$ cat src/rtl/frame_tx_scheduler.sv
// frame_tx_scheduler: arbitrates data/housekeeping words, inserts heartbeats, holds one tagged word for the packer; SCHED_STATS_EN adds grant counters
module frame_tx_scheduler #(
  parameter int unsigned HK_STARVE_MAX = 8,
  parameter int unsigned HB_GAP        = 4096,
  parameter logic [15:0] HB_PATTERN    = 16'hC0DE
) (
  input  logic        clk_sys,
  input  logic        rst_n,
  input  logic        enable,
  input  logic [31:0] data_in,
  input  logic        data_valid,
  output logic        data_ready,
  input  logic [31:0] hk_in,
  input  logic        hk_valid,
  output logic        hk_ready,
  output logic [31:0] out_data,
  output logic [1:0]  out_tag,
  output logic        out_valid,
  input  logic        out_ready,
  output logic        busy,
  output logic [15:0] hb_seq,
  output logic [15:0] stat_data_cnt,
  output logic [15:0] stat_hk_cnt,
  output logic [15:0] stat_hb_cnt
);
  typedef enum logic {IDLE, HOLD} state_e;
  localparam logic [7:0]  STARVE_MAX = 8'(HK_STARVE_MAX);
  localparam logic [15:0] GAP        = 16'(HB_GAP);
  localparam logic [1:0]  TAG_DATA   = 2'b00;
  localparam logic [1:0]  TAG_HK     = 2'b01;
  localparam logic [1:0]  TAG_HB     = 2'b10;
  state_e      state_q, state_d;
  logic [31:0] out_data_q, out_data_d;
  logic [1:0]  out_tag_q, out_tag_d;
  logic [7:0]  starve_q, starve_d;
  logic [15:0] idle_q, idle_d;
  logic [15:0] hb_seq_q, hb_seq_d;
  logic        can_grant, force_hk, grant_data, grant_hk, grant_hb, grant, accept;
  assign can_grant  = state_q == IDLE && enable;
  assign force_hk   = hk_valid && starve_q == STARVE_MAX;
  assign grant_data = can_grant && data_valid && !force_hk;
  assign grant_hk   = can_grant && hk_valid && !grant_data;
  assign grant_hb   = can_grant && !data_valid && !hk_valid && GAP != 16'd0 && idle_q == GAP;
  assign grant      = grant_data || grant_hk || grant_hb;
  assign accept     = state_q == HOLD && out_ready;
  assign data_ready = grant_data;
  assign hk_ready   = grant_hk;
  assign out_data   = out_data_q;
  assign out_tag    = out_tag_q;
  assign out_valid  = state_q == HOLD;
  assign busy       = state_q == HOLD;
  assign hb_seq     = hb_seq_q;
  // State and datapath registers; reset discards any held word
  always_ff @(posedge clk_sys or negedge rst_n) begin
    if (!rst_n) begin
      state_q    <= IDLE;
      out_data_q <= '0;
      out_tag_q  <= '0;
      starve_q   <= '0;
      idle_q     <= '0;
      hb_seq_q   <= '0;
    end else begin
      state_q    <= state_d;
      out_data_q <= out_data_d;
      out_tag_q  <= out_tag_d;
      starve_q   <= starve_d;
      idle_q     <= idle_d;
      hb_seq_q   <= hb_seq_d;
    end
  end
  // Next state: load the granted word into HOLD, release it on handshake, track starvation and idle time
  always_comb begin
    state_d    = state_q;
    out_data_d = out_data_q;
    out_tag_d  = out_tag_q;
    hb_seq_d   = hb_seq_q;
    if (accept) begin
      state_d  = IDLE;
      hb_seq_d = out_tag_q == TAG_HB ? hb_seq_q + 16'd1 : hb_seq_q;
    end else if (grant) begin
      state_d    = HOLD;
      out_data_d = grant_data ? data_in : grant_hk ? hk_in : {HB_PATTERN, hb_seq_q};
      out_tag_d  = grant_data ? TAG_DATA : grant_hk ? TAG_HK : TAG_HB;
    end
    starve_d = (!hk_valid || grant_hk) ? 8'd0 : (grant_data && starve_q != STARVE_MAX) ? starve_q + 8'd1 : starve_q;
    idle_d   = (state_q == HOLD || !enable || grant) ? 16'd0 : idle_q != GAP ? idle_q + 16'd1 : idle_q;
  end
`ifdef SCHED_STATS_EN
  logic [15:0] stat_data_q, stat_hk_q, stat_hb_q;
  // Count words actually handed to the packer, by tag
  always_ff @(posedge clk_sys or negedge rst_n) begin
    if (!rst_n) begin
      stat_data_q <= '0;
      stat_hk_q   <= '0;
      stat_hb_q   <= '0;
    end else if (accept) begin
      stat_data_q <= out_tag_q == TAG_DATA ? stat_data_q + 16'd1 : stat_data_q;
      stat_hk_q   <= out_tag_q == TAG_HK ? stat_hk_q + 16'd1 : stat_hk_q;
      stat_hb_q   <= out_tag_q == TAG_HB ? stat_hb_q + 16'd1 : stat_hb_q;
    end
  end
  assign stat_data_cnt = stat_data_q;
  assign stat_hk_cnt   = stat_hk_q;
  assign stat_hb_cnt   = stat_hb_q;
`else
  assign stat_data_cnt = 16'h0000;
  assign stat_hk_cnt   = 16'h0000;
  assign stat_hb_cnt   = 16'h0000;
`endif
endmodule

$ cat config.mk
export PLATFORM = sky130hd
export DESIGN_NAME = frame_tx_scheduler
export DESIGN_NICKNAME = d
export VERILOG_FILES = /design/src/rtl/frame_tx_scheduler.sv
export SDC_FILE = /design/constraint.sdc
export NUM_CORES = 1
export LEC_CHECK = 0
export ABC_CLOCK_PERIOD_IN_PS = 2700
export CAP_MARGIN = 5
export CORE_MARGIN = 2
export CORE_UTILIZATION = 44
export DETAILED_ROUTE_END_ITERATION = 6
export PLACE_DENSITY = 0.82
export SLEW_MARGIN = 40
export SYNTH_ARGS = -nofsm -noshare
export SYNTH_HDL_FRONTEND = slang
export SYNTH_SLANG_ARGS = --single-unit
$ cat constraint.sdc
create_clock -name clk_sys -period 2.7 [get_ports clk_sys]
set_input_delay 0.81 -clock clk_sys [delete_from_list [all_inputs] [get_ports clk_sys]]
set_output_delay 0.81 -clock clk_sys [all_outputs]
set_load 0.01 [all_outputs]
# Word-level counts from Yosys, hierarchy flattened
# Cells that the tools add are included.
[totals]
ff_bits = 75
latchBits = 0
mem_bits_rw = 0
romBits = 0
inputBits = 70
output_inout_bits = 102
wordCells = 52
memories = 0
[op_classes]
add_sub_neg = 3
n_mul = 0
div = 0
n_lt_le_gt_ge = 0
eq_ne = 5
n_shift = 0
muxes = 10
n_bitwise = 2
n_reduce_logical = 26
[op_table]
columns = ["cell", "count"]
rows = [
  ["two-way mux 32 bit", 2],
  ["adder 16 x 1 -> 16 bit, second input constant", 2],
  ["two-way mux 16 bit", 2],
  ["equality test 16 x 13 -> 1 bit, second input constant", 1],
  ["two-way mux 8 bit", 2],
  ["!= test 16 x 13 -> 1 bit, second input constant", 1],
  ["logical AND 1 bit", 11],
  ["adder 8 x 1 -> 8 bit, second input constant", 1],
  ["equality test 8 x 4 -> 1 bit, second input constant", 1],
  ["!= test 8 x 4 -> 1 bit, second input constant", 1],
  ["nonzero test 2 bit", 3],
  ["zero test 1 bit", 5],
  ["logical OR 1 bit", 5],
  ["two-way mux 2 bit", 2],
  ["AND reduction 2 bit", 2],
  ["equality test 2 bit, second input constant", 1],
  ["two-way mux 1 bit", 2],
  ["NOT 1 bit", 2],
]

# Logic depth before layout (Yosys ltp)
# Gate-level depths: netlist (run 1).
[logic_depth]
word_depth = 10
mapped_depth = 10
mapped_depth_nobuf = 6

# Least setup slack after synthesis (run 1)
# No wires, ideal clock.
[synth_timing]
path_kind = "input-to-output"
from = "input data_valid"
to = "output data_ready"
t_arrival_ns = 1.511
t_required_ns = 1.890
slack_ns = 0.379
stages = 5
n_path_buf = 2
path_cell_list = "nand3b_1 -> a31o_2 -> buf_2 -> buf_4 -> inv_1"
[synth_via]
elab_chain_len = 2
[synth_rtl]
columns = ["element", "line_no", "rtl"]
rows = [
  ["start, declared", "11", "input logic data_valid,"],
  ["logical AND 1 bit (2 in a row)", "41", "assign grant_data = can_grant && data_valid && !force_hk;"],
  ["end, declared", "12", "output logic data_ready,"],
]
# No other way between the ends.

# Worst setup path after layout (run 1)
[layout_timing]
from = "register starve_q[0]"
to = "output hk_ready"
[layout_via]
elab_chain_len = 6
[layout_rtl]
columns = ["element", "line_no", "rtl"]
rows = [
  ["start, declared", "35", "logic [7:0] starve_q, starve_d;"],
  ["start signal, assigned", "66", "starve_q <= starve_d;"],
  ["equality test 8 x 4 -> 1 bit", "40", "assign force_hk = hk_valid && starve_q == STARVE_MAX;"],
  ["logical AND 1 bit", "40", ""],
  ["zero test 1 bit", "41", ""],
  ["logical AND 1 bit", "41", ""],
  ["zero test 1 bit", "42", "assign grant_hk = can_grant && hk_valid && !grant_data;"],
  ["logical AND 1 bit", "42", ""],
  ["end, declared", "15", "output logic hk_ready,"],
]
# No other way between the ends.

==> results_dict.tcl, run 1 <==
set metrics [dict create \
    die_y_um 103 \
    drv_slew 0 \
    holdWs_ns 0.372 \
    port_buffers 123 \
    synth_xor_xnor_area_share 0.0507 \
    cts-root-buf "clkbuf_8" \
    first_pass_iters 4 \
    cts_buffer_depth 2 \
    nets 657 \
    ant_nets 0 \
    synth.area.mux_share 0.0208 \
    setup_ws_ns 0.145 \
    syn_to_final_growth_pct 35.4 \
    cts_tree "built" \
    pwr-share-comb 0.289 \
    htree_num_levels 3 \
    synthTopCellsByArea "dfrtp_1, buf_4, nand4_1" \
    pre_cts_slack_ns -0.381 \
    yosys.area_share.simple 0.187 \
    cts.sinks 75 \
    fmax_mhz 391 \
    coreArea_um2 9640 \
    grt_use_met1 0.292 \
    min_period_ns 2.55 \
    synthFlopType "dfrtp_1" \
    p_seq_frac 0.435 \
    path_clk_slew_ns 0.08 \
    grt_pass1_vias 3610 \
    p_sw_frac 0.301 \
    dieArea_um2 10600 \
    setup_viol 0 \
    n_antenna_cell 0 \
    synth.most_common_cell "dfrtp_1" \
    synthesis.instances 448 \
    cap_violations 0 \
    synth_edf_count 0 \
    top_usage_layer "met2" \
    synth_compound_area_frac 0.159 \
    finalWirelength_mm 11.4 \
    status "finished clean" \
    worst-path-max-fanout 3 \
    post_drt_wl_per_cell_um 15.9 \
    grtUsageTotal 0.218 \
    start_kind "flip-flop" \
    die_w_um 103 \
    synth_top_family_by_area "simple AND/OR/NAND/NOR gates" \
    antenna_found_initial 0 \
    ys_seq_elements 75 \
    p_leak_nw 2.44 \
    placed_area_um2 5610 \
    num_vias 3849 \
    power.density_nw_per_um2 553 \
    hold_buffers 0 \
    yosys_warnings 0 \
    yosysTopAreaCell "dfrtp_1" \
    avgSynthCellArea_um2 9.65 \
    internal_power_mw 2.26 \
    rsz0062_at_grt "no" \
    async_flop_share 1.00 \
    clk_latency_ns 0.36 \
    first_iter_violations 185 \
    gp_congestion 0.882 \
    required_ns 1.89 \
    hold_class "in2async" \
    synth_cell_types 54 \
    worstPathArrival_ns 1.74 \
    criticalPathCategory "reg2out" \
    io_pins 172 \
    drive_gt1_frac 0.116 \
    route.detailed.drc 0 \
    final_util 0.607 \
    yosys.area_share.adder 0.0145 \
    initial_core_util 0.448 \
    fin_area_um2 5850 \
    fp-row-count 36 \
    yosysSeqAreaShare 0.434 \
    grt_max_degree 46 \
    mappedNetlistArea_um2 4320 \
    synth_top_area_frac 0.434 \
    clkPwrFrac 0.276 \
    crit_path_end_kind "output port" \
    skew_ns 0.00643 \
    finalHoldViolCount 0 \
    nFillCells 813 \
    grt_pass1_wl_mm 17.8 \
    switchingPower_mw 0.973 \
    dp_hpwl_mm 8.40 \
    cts_buffers 9 \
    met2_usage 0.360 \
    met3_usage 0.0508 \
    synth_common_cells "dfrtp_1, buf_4, nor2_1, a21oi_1, nand4_1" \
    grt-ovfl-total 0 \
    avgViaCountPerCell 5.35 \
    period_share 0.946 \
    ir_drop_v 0.000325 \
]
## path summary, 6_finish.rpt
path / startpoint / to / slack, ns / cells past startpoint
worst max-delay path: starve_q[0]$_DFFE_PN0P_ / hk_ready / 0.15 / 6
worst min-delay path: rst_n / out_data[18]$_DFFE_PN0P_ / 0.37 / 1
worst max register to register: idle_q[0]$_DFFE_PN0P_ / out_data[26]$_DFFE_PN0P_ / 0.65 / 7
worst min register to register: out_data[22]$_DFFE_PN0P_ / out_data[22]$_DFFE_PN0P_ / 0.51 / 1
max in group asynchronous: rst_n / out_data[14]$_DFFE_PN0P_ / 1.75 / 2
min in group clk_sys: out_data[22]$_DFFE_PN0P_ / out_data[22]$_DFFE_PN0P_ / 0.51 / 1
## state kept, by name, indices dropped and copies added, names as in the netlist
register,cells
idle_q,16
busy,1
out_tag,2
starve_q,8
out_data,32
hb_seq,16
## cells by family (layout without fill, tap and decap cells)
family	count (synthesis)	in the layout
and+or+nand+nor	145	145
AOI/OAI and AO/OA	96	96
buffers and inverters	93	184
DFF	75	75
xor gates and xnor gates	25	25
muxes	8	8
adders and majority gates	5	5
other	1	48
## per-stage QoR
stage	setup TNS, ns	total power, mW	std cells
2_1_floorplan	0	1.85	495
3_3_place_gp	-0.905	2.34	700
3_5_place_dp	-1.73	2.36	700
4_1_cts	0	3.25	717
5_1_grt	0	3.40	719
6_report	0	3.23	719
## routing by layer
layer / vias to the layer above / routed length, um
met5: - / 0
met4: 0 / 197
met3: 14 / 739
met2: 137 / 5510
met1: 1894 / 4970
li1: 1804 / -
## layout by cell type, fill, tap and decap left out, types with 4 or more instances in the layout
master	count
a21oi_1	25
a221o_1	8
a221oi_1	16
a2bb2oi_1	8
a311oi_1	5
a31oi_1	16
and2_1	18
and3_1	5
buf_4	25
clkbuf_8	11
clkdlybuf4s50_1	118
conb_1	48
dfrtp_1	75
ha_1	4
inv_1	18
mux2_2	8
nand2_1	21
nand3_1	10
nand4_1	25
nor2_1	27
nor3_1	10
nor4_1	5
o21ai_0	6
xnor2_1	15
xor2_1	10
## power by group through the flow
stage               combinational [mW]  clock [mW]  sequential [mW]
global route                      1.01       0.961             1.43
detailed placement               0.933           0             1.43
finish                           0.936       0.892             1.41
CTS                              0.938       0.903             1.41
floorplan                        0.383           0             1.46
global placement                 0.914           0             1.42
## worst max-delay path: stages, from the launching register on
cell	delay, ns
dfrtp_1	0.40
inv_2	0.08
ha_2	0.16
nor4b_4	0.24
a21bo_2	0.20
and3_4	0.19
buf_2	0.13
## layout make-up
type,instances,area [um2],share of cell area
tap,133,166,0.0284
timing repair buffer,150,1460,0.249
multi-input combinational,327,2080,0.355
sequential,75,1880,0.321
inverter,19,71.3,0.0122
clock inverter,4,50.0,0.00855
clock buffer,11,151,0.0259
## timing repair
action / 4_1_cts / 5_1_grt
setup endpoints to repair: 2 / 2
gates resized for setup: 9 / 6
pin swaps: 1 / 1
setup buffers: 2 / 2
No activity file was read; power rests on OpenSTA's default activity.
==> run 2: changes to the inputs <==
- SLEW_MARGIN: 40 -> 20
==> results of run 2 <==
No change in the layout: final DEF, timing and power equal those of run 1.
